File: src/rtl/qbus_dl11_mux.sv
// qbus_dl11_mux: multi-line DL11-compatible serial line unit on the QBUS.
// Each line exposes RCSR/RBUF/XCSR/XBUF at BASE+8k, a byte-stream TX/RX port,
// a paced transmitter and two vectored interrupt sources (RX, TX) that are
// served in fixed priority order with IAKO daisy-chain pass-through.
module qbus_dl11_mux #(
   parameter int          CHANNELS = 1,
   parameter logic [15:0] BASE     = 16'o177560,
   parameter logic [15:0] VECTOR   = 16'o000060,
   parameter int          TX_DELAY = 500
) (
   input  logic                  pin_clk,
   input  logic                  pin_init_n,
   input  logic [15:0]           pin_ad_n,
   output logic [15:0]           ad_n_out,
   output logic                  ad_oe,
   input  logic                  pin_sync_n,
   input  logic                  pin_din_n,
   input  logic                  pin_dout_n,
   input  logic                  pin_wtbt_n,
   input  logic                  pin_iako_n,
   output logic                  pin_rply_n,
   output logic                  pin_virq_n,
   output logic                  iako_out_n,
   output logic [8*CHANNELS-1:0] tx_data,
   output logic [CHANNELS-1:0]   tx_valid,
   input  logic [CHANNELS-1:0]   tx_ready,
   input  logic [8*CHANNELS-1:0] rx_data,
   input  logic [CHANNELS-1:0]   rx_valid
);

   localparam int NSRC  = 2 * CHANNELS;
   localparam int CNT_W = (TX_DELAY > 1) ? $clog2(TX_DELAY) : 1;

   // bus cycle states
   localparam logic [1:0] B_IDLE = 2'd0;
   localparam logic [1:0] B_ACK1 = 2'd1;
   localparam logic [1:0] B_ACK2 = 2'd2;
   localparam logic [1:0] B_PASS = 2'd3;

   // kind of the bus cycle being answered
   localparam logic [1:0] K_RD  = 2'd0;
   localparam logic [1:0] K_WR  = 2'd1;
   localparam logic [1:0] K_VEC = 2'd2;

   // transmitter engine states
   localparam logic [1:0] TX_IDLE = 2'd0;
   localparam logic [1:0] TX_SEND = 2'd1;
   localparam logic [1:0] TX_WAIT = 2'd2;

   logic [15:0]         ad_val;
   logic [15:0]         offs;
   logic                in_range;
   logic [CHANNELS-1:0] hit_now;
   logic [7:0]          wdata;

   logic                sync_seen;
   logic                sel;
   logic [CHANNELS-1:0] ch_hit;
   logic [1:0]          reg_idx;
   logic                addr_odd;

   logic [1:0]          bus_st;
   logic [1:0]          kind;
   logic                start_rd;
   logic                start_wr;
   logic                start_vec;
   logic                strobe_hi;
   logic                bus_wr;
   logic                bus_rbuf_clr;
   logic [15:0]         rd_word;
   logic [15:0]         vec_word;
   logic                have_win;
   logic [3:0]          win;

   logic [CHANNELS-1:0] rx_done_v;
   logic [CHANNELS-1:0] rx_ovr_v;
   logic [CHANNELS-1:0] rx_ie_v;
   logic [CHANNELS-1:0] tx_ie_v;
   logic [CHANNELS-1:0] tx_rdy_v;
   logic [7:0]          rx_buf_a [CHANNELS];
   logic [NSRC-1:0]     req_v;
   logic [NSRC-1:0]     ack_v;

   assign ad_val   = ~pin_ad_n;
   assign wdata    = ~pin_ad_n[7:0];
   assign offs     = ad_val - BASE;
   assign in_range = (ad_val >= BASE) && (offs[15:3] < 13'(CHANNELS));

   // Decode which line the address on the bus belongs to.
   always_comb begin
      hit_now = '0;
      for (int k = 0; k < CHANNELS; k++) begin
         hit_now[k] = in_range && (offs[15:3] == 13'(k));
      end
   end

   // Latch the address once per SYNC assertion; selection ends with SYNC.
   always_ff @(posedge pin_clk or negedge pin_init_n) begin
      if (!pin_init_n) begin
         sync_seen <= 1'b0;
         sel       <= 1'b0;
         ch_hit    <= '0;
         reg_idx   <= 2'd0;
         addr_odd  <= 1'b0;
      end else if (pin_sync_n) begin
         sync_seen <= 1'b0;
         sel       <= 1'b0;
         ch_hit    <= '0;
      end else if (!sync_seen) begin
         sync_seen <= 1'b1;
         sel       <= in_range;
         ch_hit    <= hit_now;
         reg_idx   <= offs[2:1];
         addr_odd  <= offs[0];
      end
   end

   assign start_rd  = (bus_st == B_IDLE) && sel && !pin_din_n;
   assign start_wr  = (bus_st == B_IDLE) && sel && pin_din_n && !pin_dout_n;
   assign start_vec = (bus_st == B_IDLE) && !start_rd && !start_wr &&
                      !pin_iako_n && !pin_din_n;
   assign bus_wr    = start_wr && !(!pin_wtbt_n && addr_odd);

   // The strobe whose release ends the current cycle depends on its kind.
   always_comb begin
      case (kind)
         K_RD:    strobe_hi = pin_din_n;
         K_WR:    strobe_hi = pin_dout_n;
         K_VEC:   strobe_hi = pin_din_n | pin_iako_n;
         default: strobe_hi = 1'b1;
      endcase
   end

   assign bus_rbuf_clr = (bus_st == B_ACK1) && (kind == K_RD) &&
                         !strobe_hi && (reg_idx == 2'd1);

   // Read data multiplexer for the selected line and register.
   always_comb begin
      rd_word = '0;
      for (int k = 0; k < CHANNELS; k++) begin
         if (ch_hit[k]) begin
            case (reg_idx)
               2'd0:    rd_word = {8'h00, rx_done_v[k], rx_ie_v[k], 6'b0};
               2'd1:    rd_word = {rx_ovr_v[k], 7'b0, rx_buf_a[k]};
               2'd2:    rd_word = {8'h00, tx_rdy_v[k], tx_ie_v[k], 6'b0};
               default: rd_word = '0;
            endcase
         end
      end
   end

   // Fixed priority: lowest source index (ch0 RX, ch0 TX, ch1 RX, ...) wins.
   always_comb begin
      have_win = 1'b0;
      win      = '0;
      for (int s = NSRC - 1; s >= 0; s--) begin
         if (req_v[s]) begin
            have_win = 1'b1;
            win      = 4'(s);
         end
      end
   end

   assign vec_word = VECTOR + {10'd0, win, 2'b00};

   // Acknowledge exactly the source whose vector is being driven.
   always_comb begin
      ack_v = '0;
      for (int s = 0; s < NSRC; s++) begin
         ack_v[s] = start_vec && have_win && (win == 4'(s));
      end
   end

   assign pin_virq_n = ~|req_v;
   assign iako_out_n = (bus_st == B_PASS) ? pin_iako_n : 1'b1;

   // Bus handshake: data/vector after E0, reply after E1, release on strobe high.
   always_ff @(posedge pin_clk or negedge pin_init_n) begin
      if (!pin_init_n) begin
         bus_st     <= B_IDLE;
         kind       <= K_RD;
         ad_oe      <= 1'b0;
         ad_n_out   <= 16'hFFFF;
         pin_rply_n <= 1'b1;
      end else begin
         case (bus_st)
            B_IDLE: begin
               if (start_rd) begin
                  kind     <= K_RD;
                  ad_n_out <= ~rd_word;
                  ad_oe    <= 1'b1;
                  bus_st   <= B_ACK1;
               end else if (start_wr) begin
                  kind   <= K_WR;
                  bus_st <= B_ACK1;
               end else if (start_vec) begin
                  if (have_win) begin
                     kind     <= K_VEC;
                     ad_n_out <= ~vec_word;
                     ad_oe    <= 1'b1;
                     bus_st   <= B_ACK1;
                  end else begin
                     bus_st <= B_PASS;
                  end
               end
            end
            B_ACK1: begin
               if (strobe_hi) begin
                  ad_oe      <= 1'b0;
                  ad_n_out   <= 16'hFFFF;
                  pin_rply_n <= 1'b1;
                  bus_st     <= B_IDLE;
               end else begin
                  pin_rply_n <= 1'b0;
                  bus_st     <= B_ACK2;
               end
            end
            B_ACK2: begin
               if (strobe_hi) begin
                  ad_oe      <= 1'b0;
                  ad_n_out   <= 16'hFFFF;
                  pin_rply_n <= 1'b1;
                  bus_st     <= B_IDLE;
               end
            end
            B_PASS: begin
               if (pin_iako_n) begin
                  bus_st <= B_IDLE;
               end
            end
            default: bus_st <= B_IDLE;
         endcase
      end
   end

   for (genvar g = 0; g < CHANNELS; g++) begin : g_line
      logic             done_q;
      logic             ovr_q;
      logic             rie_q;
      logic             tie_q;
      logic [7:0]       rbuf_q;
      logic [7:0]       tbuf_q;
      logic [1:0]       tst_q;
      logic [CNT_W-1:0] tcnt_q;
      logic             rcond_d;
      logic             tcond_d;
      logic             rreq_q;
      logic             treq_q;
      logic             hit_wr;
      logic             wr_rcsr;
      logic             wr_xcsr;
      logic             wr_xbuf;
      logic             rbuf_clr;
      logic             tx_idle;
      logic             rcond;
      logic             tcond;

      assign hit_wr   = bus_wr && ch_hit[g];
      assign wr_rcsr  = hit_wr && (reg_idx == 2'd0);
      assign wr_xcsr  = hit_wr && (reg_idx == 2'd2);
      assign wr_xbuf  = hit_wr && (reg_idx == 2'd3);
      assign rbuf_clr = bus_rbuf_clr && ch_hit[g];
      assign tx_idle  = (tst_q == TX_IDLE);
      assign rcond    = rie_q && done_q;
      assign tcond    = tie_q && tx_idle;

      // Receiver: a new byte always wins; overrun only if the old one was unread.
      always_ff @(posedge pin_clk or negedge pin_init_n) begin
         if (!pin_init_n) begin
            done_q <= 1'b0;
            ovr_q  <= 1'b0;
            rie_q  <= 1'b0;
            rbuf_q <= 8'h00;
         end else begin
            if (wr_rcsr) begin
               rie_q <= wdata[6];
            end
            if (rx_valid[g]) begin
               rbuf_q <= rx_data[8*g +: 8];
               done_q <= 1'b1;
               ovr_q  <= done_q && !rbuf_clr;
            end else if (rbuf_clr) begin
               done_q <= 1'b0;
               ovr_q  <= 1'b0;
            end
         end
      end

      // Transmitter: hand the byte off, then hold ready low for the pacing delay.
      always_ff @(posedge pin_clk or negedge pin_init_n) begin
         if (!pin_init_n) begin
            tst_q  <= TX_IDLE;
            tcnt_q <= '0;
            tbuf_q <= 8'h00;
            tie_q  <= 1'b0;
         end else begin
            if (wr_xcsr) begin
               tie_q <= wdata[6];
            end
            case (tst_q)
               TX_IDLE: begin
                  if (wr_xbuf) begin
                     tbuf_q <= wdata;
                     tst_q  <= TX_SEND;
                  end
               end
               TX_SEND: begin
                  if (wr_xbuf) begin
                     tbuf_q <= wdata;
                  end
                  if (tx_ready[g]) begin
                     tcnt_q <= CNT_W'(TX_DELAY - 1);
                     tst_q  <= TX_WAIT;
                  end
               end
               TX_WAIT: begin
                  if (tcnt_q == '0) begin
                     tst_q <= TX_IDLE;
                  end else begin
                     tcnt_q <= tcnt_q - CNT_W'(1);
                  end
               end
               default: tst_q <= TX_IDLE;
            endcase
         end
      end

      // Interrupt requests fire on a rising condition and drop on ack or fall.
      always_ff @(posedge pin_clk or negedge pin_init_n) begin
         if (!pin_init_n) begin
            rcond_d <= 1'b0;
            tcond_d <= 1'b0;
            rreq_q  <= 1'b0;
            treq_q  <= 1'b0;
         end else begin
            rcond_d <= rcond;
            tcond_d <= tcond;
            rreq_q  <= rcond && !ack_v[2*g]   && (rreq_q || !rcond_d);
            treq_q  <= tcond && !ack_v[2*g+1] && (treq_q || !tcond_d);
         end
      end

      assign rx_done_v[g]      = done_q;
      assign rx_ovr_v[g]       = ovr_q;
      assign rx_ie_v[g]        = rie_q;
      assign tx_ie_v[g]        = tie_q;
      assign tx_rdy_v[g]       = tx_idle;
      assign rx_buf_a[g]       = rbuf_q;
      assign req_v[2*g]        = rreq_q;
      assign req_v[2*g+1]      = treq_q;
      assign tx_data[8*g +: 8] = tbuf_q;
      assign tx_valid[g]       = (tst_q == TX_SEND);
   end

endmodule

File: config.mk
export PLATFORM = sky130hd
export DESIGN_NAME = qbus_dl11_mux
export DESIGN_NICKNAME = d
export VERILOG_FILES = /design/src/rtl/qbus_dl11_mux.sv
export SDC_FILE = /design/constraint.sdc
export NUM_CORES = 1
export LEC_CHECK = 0
export ABC_AREA = 1
export BUFFER_PORTS_ARGS = -buffer_cell sky130_fd_sc_hd__buf_2
export CAP_MARGIN = 20
export CORE_AREA = 5 5 78 95
export DETAILED_ROUTE_END_ITERATION = 16
export DIE_AREA = 0 0 83 100
export GPL_TIMING_DRIVEN = 0
export PLACE_DENSITY = 0.72
export SLEW_MARGIN = 20
export SYNTH_ARGS = -nofsm -noshare
export SYNTH_HDL_FRONTEND = slang
export SYNTH_SLANG_ARGS = --single-unit
File: constraint.sdc
create_clock -name pin_clk -period 1.95 [get_ports pin_clk]
set_input_delay 0 -clock pin_clk [delete_from_list [all_inputs] [get_ports pin_clk]]
set_output_delay 0 -clock pin_clk [all_outputs]
set_load 0.01 [all_outputs]
After elaboration in Yosys (flattened, before gate mapping)
Cells that the tools add are included.
- flip-flop bits (word level): 63
- input bits: 33
- output and inout bits: 29
- add/subtract/negate cells: 3
- $lt $le $gt $ge: 2
- equal/unequal tests: 23
- mux-type cells: 50
- bitwise logic cells: 7
- reductions and logical operators: 70
- operators by type and width (operator ; count):
    16-bit 2-to-1 mux ; 6
    16-bit one-hot mux with 3 select lines ; 1
    16-bit NOT ; 2
    16-bit one-hot mux with 2 select lines ; 1
    1-bit logical AND ; 30
    2-bit 2-to-1 mux ; 14
    1-bit 2-to-1 mux ; 19
    9-bit 2-to-1 mux ; 2
    9-bit one-hot mux with 2 select lines ; 1
    16-bit greater-or-equal comparator (second input constant) ; 1
    7-bit NOT with 16-bit output ; 1
    16-bit subtractor (second input constant) ; 1
    1-bit logical NOT ; 14
    13-bit logical NOT ; 1
    13-bit by 1-bit < comparator with 1-bit output (second input constant) ; 1
    2-bit == test (second input constant) ; 6
    2-bit != test (second input constant) ; 6
    3-bit AND reduction ; 4
    9-bit logical NOT ; 1
    3-bit != test (second input constant) ; 3
    9-bit by 1-bit subtractor with 9-bit output (second input constant) ; 1
    2-bit by 1-bit == test with 1-bit output (second input constant) ; 4
    2-bit logical NOT ; 4
    8-bit NOT ; 1
    other kinds (18) ; 30

Logic depth before layout (Yosys ltp)
- word-level depth: 13
- depth in mapped cells: 10

Worst setup path after synthesis
OpenSTA, ideal clock, no wires.
- path kind: register to register
- start point: register bus_st[0]
- end point: register ad_oe
- setup time: 74 ps
- data arrival time: 1498 ps
- slack: 378 ps
- cell stages (with the launch flop): 9
- cells stage by stage: dfrtp_1 inv_1 ha_1 nand2_2 nor3_4 nor2_1 nand3_4 buf_12 o21ai_2
- word-level cells in the longest chain between the ends: 10
- elaborated cells on any way between the ends: 22
- those cells by class: 6 x eq/ne; 2 x mux; 14 x reduce/logical
- ends and longest elaborated chain (item ; line ; source):
    start, declared ; 62 ; logic [1:0] bus_st;
    start signal, assigned ; 180 ; bus_st <= B_IDLE;
    start signal, assigned ; 192 ; bus_st <= B_ACK1;
    start signal, assigned ; 195 ; bus_st <= B_ACK1;
    2-bit logical NOT ; - ;
    1-bit logical AND ; 118, 119 ;
    1-bit logical AND (on tied branches) ; 118, 119 ;
    1-bit logical NOT or 1-bit logical AND (tied branches) ; 120, 119 ;
    1-bit logical AND or 1-bit logical NOT (tied branches) ; 120 ; assign start_vec = (bus_st == B_IDLE) && !start_rd && !start_wr &&
    1-bit logical AND (2 in series) ; 120 ;
    1-bit logical AND ; 121 ; !pin_iako_n && !pin_din_n;
    3-bit != test (no source line) ; - ;
    5-bit AND reduction (no source line) ; - ;
    end signal, assigned ; 182 ; ad_oe <= 1'b0;
    end signal, assigned ; 191 ; ad_oe <= 1'b1;
    end signal, assigned ; 200 ; ad_oe <= 1'b1;
    end, declared ; 15 ; output logic ad_oe,
Several ways; a longest one is shown, not always the timed one.
A chain may end at the register's enable or synchronous reset.

Final worst setup path
- start point: register bus_st[0]
- end point: register g_line[0].tbuf_q[6], in the netlist tx_data[6]
- word-level cells in the longest chain between the ends: 8
- ends and longest elaborated chain (item ; line ; source):
    2-bit logical NOT ; 119 ; assign start_wr = (bus_st == B_IDLE) && sel && pin_din_n && !pin_dout_n;
    1-bit logical AND (3 in series) ; 119 ;
    1-bit logical AND ; 122 ; assign bus_wr = start_wr && !(!pin_wtbt_n && addr_odd);
    1-bit logical AND ; 258 ; assign hit_wr = bus_wr && ch_hit[g];
    1-bit logical AND ; 261 ; assign wr_xbuf = hit_wr && (reg_idx == 2'd3);
    2-bit AND reduction (no source line) ; - ;
    end signal, assigned ; 303 ; tbuf_q <= wdata;
    end signal, assigned ; 309 ; tbuf_q <= wdata;
    end, declared ; 242 ; logic [7:0] tbuf_q;
Every way passes these cells.

==> flow_summary.json <==
{
  "area_growth_pct": 23.0,
  "place_inst": 534,
  "setup_tns_ns": 0,
  "drcViolationCount": 0,
  "setup_ws_ns": 0.162,
  "power_density_nw_per_um2": 1010,
  "path_cells": "inv_1 > ha_2 > nand2_2 > nor3_4 > nand4_4 > buf_6 > nand2_2 > o21ai_2",
  "num_rows": 32,
  "end_kind": "flip-flop",
  "io_pins": 62,
  "antennaDiodeCount": 0,
  "grt_pass1_wl_mm": 11.9,
  "netlist_area_um2": 3090,
  "final_cells": 562,
  "relSlewSlack_pct": 52.7,
  "cts.path.max_buffers": 2,
  "critPathKind": "flip-flop to flip-flop",
  "cp_slowest_stage_delay_ns": 0.45,
  "die_h_um": 100,
  "dieArea_um2": 8300,
  "cts_tree": "yes",
  "crit_family": "simple AND/OR/NAND/NOR gates",
  "dpl_worst_slack_ns": 0.0927,
  "synth_top_area_share_pct": 37.2,
  "wirelength_mm": 6.71,
  "antenna_left": 0,
  "cts_buffers": 5,
  "drtIter0Drc": 96,
  "postCtsSetupBuffers": 0,
  "clock_latency_ns": 0.31,
  "setup_viol": 0,
  "arrival_ns": 1.99,
  "antenna_found_initial": 0,
  "synthTopCellsByArea": "dfrtp_1 37%, nand2_1 13%, dfstp_2 8.5%",
  "worstMarginPinSlew_ns": 0.710,
  "min_period_ns": 1.79,
  "rsz0062_at_grt": "no",
  "dr.pass1.iters": 5,
  "syn_area_per_cell_um2": 7.95,
  "first_global_vias": 2611,
  "power_leakage_uw": 0.00193,
  "io_buffers": 54,
  "crit_path_start_kind": "flip-flop",
  "ir_drop_mv": 0.569,
  "yosysSeqAreaShare_pct": 45.7,
  "yosys.area.top_type": "dfrtp_1",
  "clock_skew_ns": 0.00978,
  "crit_fanout": 10,
  "clkTransAtPathRegs_ns": 0.10,
  "grt_overflow": 0,
  "post_drt_wl_per_cell_um": 11.9,
  "hold_viol": 0,
  "ys_ff_latch": 56,
  "dr_total_vias": 2745,
  "dpl.hpwl_mm": 5.00,
  "path_common_cell": "nand2_2",
  "grt_max_degree": 57,
  "finalCritPeriodShare_pct": 91.7,
  "synthCells": 389,
  "drv_cap": 0,
  "clockRootBuffer": "clkbuf_8",
  "core_area_um2": 6330,
  "cts_max_level": 2,
  "synth.distinct_cells": 32,
  "fmax_mhz": 559,
  "whs_ns": 0.0286,
  "crit_slowest_cell": "dfrtp_1",
  "grt_usage_pct": 16.9,
  "gp_congestion": 0.883,
  "yosysWarnings": 0,
  "die_width_um": 83,
  "holdCritPathClass": "input pin to flip-flop",
  "run_status": "finished clean",
  "cts.sinks": 56,
  "crit_required_ns": 2.15,
  "via_per_inst": 4.88,
  "slew_violations": 0,
  "nNetsFinal": 518,
  "critPathBufInv": 2,
  "initial_core_util_pct": 48.9,
  "drive_gt1_share_pct": 25.8
}
## metal layers
metal / up-vias / track usage [%] / routed length, um / share of wire, %
li1: 1400 / - / - / -
met1: 1279 / 21.3 / 2910 / 43
met2: 59 / 29.7 / 3430 / 51
met3: 7 / 3.86 / 293 / 4.4
met4: 0 / 3.40 / 71 / 1.1
met5: - / 0 / 0 / 0
## layout make-up
| type | instances | area (um2) |
|---|---|---|
| buffer | 12 | 106 |
| clock buffer | 7 | 86.3 |
| clock inverter | 1 | 7.51 |
| fill | 601 | 2520 |
| inverter | 45 | 169 |
| multi-input combinational | 282 | 1440 |
| sequential | 56 | 1410 |
| tap | 85 | 106 |
| timing repair buffer | 74 | 473 |
## report_power, final
part | total, uW | leakage (uW) | internal, uW | switching, uW
registers | 1630 | 0.000676 | 1460 | 168
logic | 1560 | 0.00121 | 645 | 920
clock network | 652 | 0.0000445 | 289 | 362
## placed cells by master (no fill, tap or decap), types with 2 or more instances in the layout
cell type      count
buf_6              2
clkbuf_8           6
inv_2              3
nand4_1            7
clkbuf_1           2
nand2_1          104
nor3_1             7
conb_1             7
o21ai_1            3
a21oi_1            8
ha_1               8
o21ai_2           21
inv_1             42
o21ai_0           19
buf_4              8
dlygate4sd3_1     20
nand3_1           25
nor2_1            50
dfstp_2           10
dfrtp_1           46
nand2_2            8
nor2_2             4
buf_2             53
## metrics by stage
step | instance area, um2 | util [%] | total power [uW]
after floorplan | 3120 | - | 2780
after global placement | 3490 | 55.2 | 3130
after detailed placement | 3490 | 55.2 | 3190
after CTS | 3790 | 59.9 | 3880
after global routing | 3800 | 60.1 | 4180
final | 3800 | 60.1 | 3850
## final timing paths
path	startpoint	end	slack, ns	cells past startpoint
worst max-delay path	bus_st[0]$_DFFE_PN0P_	tx_data[6]$_DFFE_PN0P_	0.16	8
worst min-delay path	rx_valid	g_line[0].ovr_q$_DFFE_PN0P_	0.03	3
worst max register to register	bus_st[0]$_DFFE_PN0P_	tx_data[6]$_DFFE_PN0P_	0.16	8
worst min register to register	g_line[0].tcond_d$_DFF_PN0_	g_line[0].treq_q$_DFF_PN0_	0.42	1
max in group asynchronous	pin_init_n	g_line[0].tcnt_q[0]$_DFFE_PN0P_	1.19	2
min in group asynchronous	pin_init_n	bus_st[1]$_DFFE_PN0P_	0.28	2
## logic make-up after synthesis
logic type,count (synthesis),share of synthesized area [%]
DFF,56,45.7
and+or+nand+nor,210,29.6
AOI/OAI and AO/OA,54,11.5
xor gates and xnor gates,2,0.566
buffers and inverters,57,8.90
other,1,0.121
adders and majority gates,9,3.64
## synth_stat cells, drive strengths merged
cell / count
dfstp: 10
nor2: 54
nand3: 27
o21ai: 43
o22ai: 1
dfrtp: 46
a21boi: 1
a21oi: 8
and2: 1
ha: 9
o31ai: 1
buf: 10
clkbuf: 2
nand2: 112
conb: 1
nand4: 8
xnor2: 1
nor3: 8
xor2: 1
inv: 45
## repair_timing
action,in CTS,in global routing
hold buffers,20,0
gates resized for setup,0,4
setup endpoints to repair,0,15
endpoints found under the hold margin,70,0
## worst min-delay path, cell delays in order
cell and delay (ns):
buf_2 0.13, a21oi_1 0.08, nor2_1 0.10
## sequential cells by signal, summed over array words and instances (netlist names), 2 cells and up
name	count
reg_idx	2
bus_st	2
ad_n_out	9
g_line.tst_q	2
g_line.tcnt_q	9
g_line.rbuf_q	8
tx_data	8
kind	2
No activity file was read; power rests on OpenSTA's default activity.
